`config.mk`:
```
export PLATFORM = sky130hd
export DESIGN_NAME = booth_mul64_ctrl
export DESIGN_NICKNAME = d
export VERILOG_FILES = /design/src/rtl/booth_mul64_ctrl.sv
export SDC_FILE = /design/constraint.sdc
export NUM_CORES = 1
export LEC_CHECK = 0
export ABC_CLOCK_PERIOD_IN_PS = 5900
export BUFFER_PORTS_ARGS = -buffer_cell sky130_fd_sc_hd__buf_2
export CORE_MARGIN = 5
export CORE_UTILIZATION = 56
export DETAILED_ROUTE_END_ITERATION = 7
export PLACE_DENSITY_LB_ADDON = 0.2
export SYNTH_ARGS = -nofsm -noshare
export SYNTH_HDL_FRONTEND = slang
export SYNTH_SLANG_ARGS = --single-unit
export TNS_END_PERCENT = 20
```
`constraint.sdc`:
```
create_clock -name clk -period 5.9 [get_ports clk]
set_clock_uncertainty 0.1 [all_clocks]
set_input_delay 1.18 -clock clk [delete_from_list [all_inputs] [get_ports clk]]
set_output_delay 1.18 -clock clk [all_outputs]
set_load 0.01 [all_outputs]
```
`src/rtl/booth_mul64_ctrl.sv`:
```
// Sequential signed 64x64->128 radix-2 Booth multiplier controller.
// Owns accumulator, shift register, counter and handshake; one shared cla64 does all add/sub.

module cla64 (
    input  logic [63:0] a,
    input  logic [63:0] b,
    input  logic        ci,
    output logic [63:0] s
);
    localparam int unsigned W  = 64;
    localparam int unsigned BW = 4;
    localparam int unsigned NB = W / BW;

    logic [W-1:0] g;
    logic [W-1:0] p;

    assign g = a & b;
    assign p = a ^ b;

    // Block generate/propagate chain across 4-bit groups, local carries within each group.
    always_comb begin
        logic blk_c;
        logic c;
        logic gg;
        logic pp;
        s     = '0;
        blk_c = ci;
        for (int unsigned k = 0; k < NB; k++) begin
            gg = 1'b0;
            pp = 1'b1;
            for (int unsigned j = 0; j < BW; j++) begin
                gg = g[k*BW+j] | (p[k*BW+j] & gg);
                pp = pp & p[k*BW+j];
            end
            c = blk_c;
            for (int unsigned j = 0; j < BW; j++) begin
                s[k*BW+j] = p[k*BW+j] ^ c;
                c         = g[k*BW+j] | (p[k*BW+j] & c);
            end
            blk_c = gg | (pp & blk_c);
        end
    end
endmodule

module booth_mul64_ctrl (
    input  logic          clk,
    input  logic          reset_n,
    input  logic          op_start,
    input  logic          op_clear,
    input  logic [63:0]   multiplier,
    input  logic [63:0]   multiplicand,
    output logic          op_busy,
    output logic          op_done,
    output logic [127:0]  result
);
    localparam int unsigned W  = 64;
    localparam int unsigned CW = 6;

    typedef enum logic [1:0] {
        IDLE = 2'd0,
        EXEC = 2'd1,
        DONE = 2'd2
    } state_t;

    state_t        state;
    state_t        state_nxt;
    logic [W-1:0]  u;
    logic [W-1:0]  x;
    logic [W-1:0]  m;
    logic          x_1;
    logic [CW-1:0] cnt;

    logic [W-1:0]  add_b;
    logic          add_ci;
    logic [W-1:0]  sum;
    logic          hold;
    logic          ov;
    logic          sgn;
    logic [W-1:0]  u_new;

    // Booth pair {X[0], x_1}: 01 add M, 10 subtract M, 00/11 pass U through.
    always_comb begin
        hold   = (x[0] == x_1);
        add_ci = x[0] & ~x_1;
        add_b  = add_ci ? ~m : m;
        ov     = (u[W-1] == add_b[W-1]) & (sum[W-1] != u[W-1]);
        sgn    = hold ? u[W-1] : (sum[W-1] ^ ov);
        u_new  = hold ? u : sum;
    end

    cla64 u_cla (
        .a  (u),
        .b  (add_b),
        .ci (add_ci),
        .s  (sum)
    );

    always_comb begin
        state_nxt = state;
        if (op_clear) begin
            state_nxt = IDLE;
        end else begin
            case (state)
                IDLE, DONE: if (op_start) state_nxt = EXEC;
                EXEC:       if (cnt == CW'(W - 1)) state_nxt = DONE;
                default:    state_nxt = IDLE;
            endcase
        end
    end

    always_ff @(posedge clk or negedge reset_n) begin
        if (!reset_n) begin
            state   <= IDLE;
            u       <= '0;
            x       <= '0;
            m       <= '0;
            x_1     <= 1'b0;
            cnt     <= '0;
            op_busy <= 1'b0;
            op_done <= 1'b0;
        end else begin
            state   <= state_nxt;
            op_busy <= (state_nxt == EXEC);
            op_done <= (state_nxt == DONE);
            if (op_clear) begin
                u   <= '0;
                x   <= '0;
                m   <= '0;
                x_1 <= 1'b0;
                cnt <= '0;
            end else begin
                case (state)
                    IDLE, DONE: begin
                        if (op_start) begin
                            u   <= '0;
                            x   <= multiplier;
                            m   <= multiplicand;
                            x_1 <= 1'b0;
                            cnt <= '0;
                        end
                    end
                    EXEC: begin
                        u   <= {sgn, u_new[W-1:1]};
                        x   <= {u_new[0], x[W-1:1]};
                        x_1 <= x[0];
                        cnt <= cnt + CW'(1);
                    end
                    default: ;
                endcase
            end
        end
    end

    assign result = {u, x};
endmodule

```
==> impl_metrics.tcl <==
set metrics [dict create \
    coreArea_sq_um 21200 \
    nets 1751 \
    cts_tree "yes" \
    hold_violations 0 \
    tightest_slew_ns 1.18 \
    cts.clk_slew.worst_paths_ns 0.06 \
    gp_congestion 0.832 \
    yosysWarnings 0 \
    ios 262 \
    finalSetupViolations 0 \
    cp.arrival_ns 5.41 \
    placedCellCount 1759 \
    final_common_cell "nand2_1" \
    p_leak_nw 7.58 \
    vias 10100 \
    rr_endpoint "u[58]$_DFFE_PN0P_" \
    min_from "x_1$_DFFE_PN0P_" \
    slew_headroom_pct 21.6 \
    io_buffers 261 \
    area_growth_pct 18.6 \
    drive_gt1_share_pct 21.6 \
    first_iter_violations 428 \
    rsz0062_at_grt "false" \
    layout_common_cells "nand2_1, buf_2, dfrtp_1" \
    grt_pass1_wl_mm 52.3 \
    postCtsSetupBuffers 0 \
    syn_area_sq_um 12100 \
    first_pass_iters 5 \
    synth-seq-cells 203 \
    worst_ep_required_time_ns 6.16 \
    synth_cell_types 48 \
    cap_violations 0 \
    ctsResizeCount 0 \
    fin_crit_sh_pct 87.3 \
    p_per_area_nw_per_um2 263 \
    antenna_found_initial 4 \
    grt.overflow.total 0 \
    utilization_pct 67.8 \
    synth_cells 1301 \
    ir_drop_mv 0.201 \
    slew_viol_final 0 \
    holdBufCountCts 0 \
    clockRootBuffer "clkbuf_16" \
    routed_wirelength_mm 31.6 \
    fin_setup_tns_ns 0 \
    synth-main-ff-cell "dfrtp_1" \
    clkSinkCount 203 \
    synth_edf_count 0 \
    fp.dieH_um 157 \
    cts_buffer_depth 3 \
    htreeDepth 1 \
    drt-wirelength-per-cell_um 17.5 \
    syn_avg_cell_area_sq_um 9.29 \
    multi_input_area_sq_um 6680 \
    max_freq_mhz 194 \
    cp-end-kind "register" \
    start_util_pct 57.1 \
    regToRegStartpoint "x_1$_DFFE_PN0P_" \
    stdcell_count 1800 \
    die_x_um 157 \
    status "finished clean" \
    seq_area_sq_um 5080 \
    period_minus_slack_ns 5.15 \
    hp-class "reg2reg" \
    critPathKind "reg2reg" \
    ant_nets 0 \
    whs_path_depth 1 \
    r2r_cells 19 \
    setup.worst_path.start "x_1$_DFFE_PN0P_" \
    cts_made_buffers 24 \
    async_reset_ff_share_pct 100 \
    synth_nets 1542 \
    drc 0 \
    rows 53 \
    antennaDiodeCount 0 \
    ys_seq_area_share_pct 42.0 \
    hold_end "x_1$_DFFE_PN0P_" \
    rrSetupSlack_ns 0.75 \
    num-fill-cells 1754 \
    grt_pass1_vias 10500 \
    critPathMaxFanout 39 \
    cp-start-kind "register" \
    grtUsageTotal_pct 25.8 \
    grt_max_degree 111 \
    vias_per_cell 5.63 \
    dp_hpwl_mm 21.7 \
    clk_latency_ns 0.52 \
    dieArea_sq_um 24600 \
]
-- metal layers --
metal	part of all wire (%)	GRT usage, %
met1	41	34.1
met2	48	43.1
met3	8.1	6.30
met4	2.2	6.69
met5	0.15	0
-- flip-flops by register name, summed over array words and instances, names as in the netlist --
name,count
state,2
op_busy,1
u,64
x,64
cnt,6
op_done,1
x_1,1
m,64
-- where the power goes --
part | switching, W | total [W] | leakage, nW | internal, W
sequential | 0.0000760 | 0.00155 | 2.75 | 0.00147
combinational | 0.000432 | 0.000703 | 4.43 | 0.000271
clock | 0.000579 | 0.00152 | 0.403 | 0.000943
total | 0.00109 | 0.00377 | 7.58 | 0.00269
-- critical path, stage by stage, from the launching register on --
cell	delay, ns
dfrtp_1	0.37
inv_1	0.09
ha_4	0.58
buf_4	0.37
xor2_1	0.25
ha_1	0.29
a21oi_1	0.15
o21ai_0	0.17
nor2b_1	0.23
nand4_1	0.11
a31oi_1	0.22
o21ba_2	0.23
a21oi_2	0.08
fa_1	0.42
fa_1	0.42
fa_1	0.41
xnor2_1	0.16
nor2_1	0.05
a21oi_1	0.16
o21ai_0	0.10
-- kinds of logic (layout without fill, tap and decap cells) --
family	count (synthesis)	count (layout)	synth area share [%]
XOR/XNOR	83	83	6.01
AO/OA/AOI/OAI	290	290	15.2
buffers and inverters	96	320	3.12
multiplexers	47	47	3.90
adder cells (fa/ha/maj)	109	109	14.2
flip-flops	203	203	42.0
AND/OR/NAND/NOR	473	473	15.5
-- cell usage after synthesis (12+ instances only) --
cell	instances	area (sq um)
clkbuf_1	61	229
ha_1	62	776
a21oi_1	105	526
buf_1	15	56.3
a311oi_1	64	561
o21ai_0	80	400
dfrtp_1	203	5080
buf_2	13	65.1
nand4_1	12	75.1
nand2_1	338	1270
fa_1	47	941
nor2_1	95	357
xnor2_1	18	158
xor2_1	65	569
mux2i_1	46	460
-- worst max path at each step --
stage,endpoint,depth (start not counted)
final,u[58]$_DFFE_PN0P_,19
after global routing,u[58]$_DFFE_PN0P_,18
after CTS,u[58]$_DFFE_PN0P_,19
after detailed placement,u[58]$_DFFE_PN0P_,19
after global placement,u[54]$_DFFE_PN0P_,19
after floorplan,u[50]$_DFFE_PN0P_,19
-- metrics by stage --
| stage | setup WS, ns | power [W] | hold slack, ns | cell area [sq um] |
|---|---|---|---|---|
| after floorplan | 1.11 | 0.00202 | 0.356 | 12100 |
| after global placement | 0.924 | 0.00226 | 0.376 | 13500 |
| after detailed placement | 0.768 | 0.00228 | 0.396 | 13500 |
| after CTS | 0.759 | 0.00381 | 0.407 | 14300 |
| after global routing | 0.292 | 0.00397 | 0.413 | 14300 |
| final | 0.751 | 0.00377 | 0.404 | 14300 |
-- layout make-up --
class                      count  share of cell area [%]
timing repair buffer         272                    9.76
clock inverter                 5                   0.550
multi-input combinational   1002                    46.5
inverter                       7                   0.183
clock buffer                  36                    5.14
sequential                   203                    35.4
tap                          275                    2.40
Note: power is estimated with default switching activity, not from simulation.
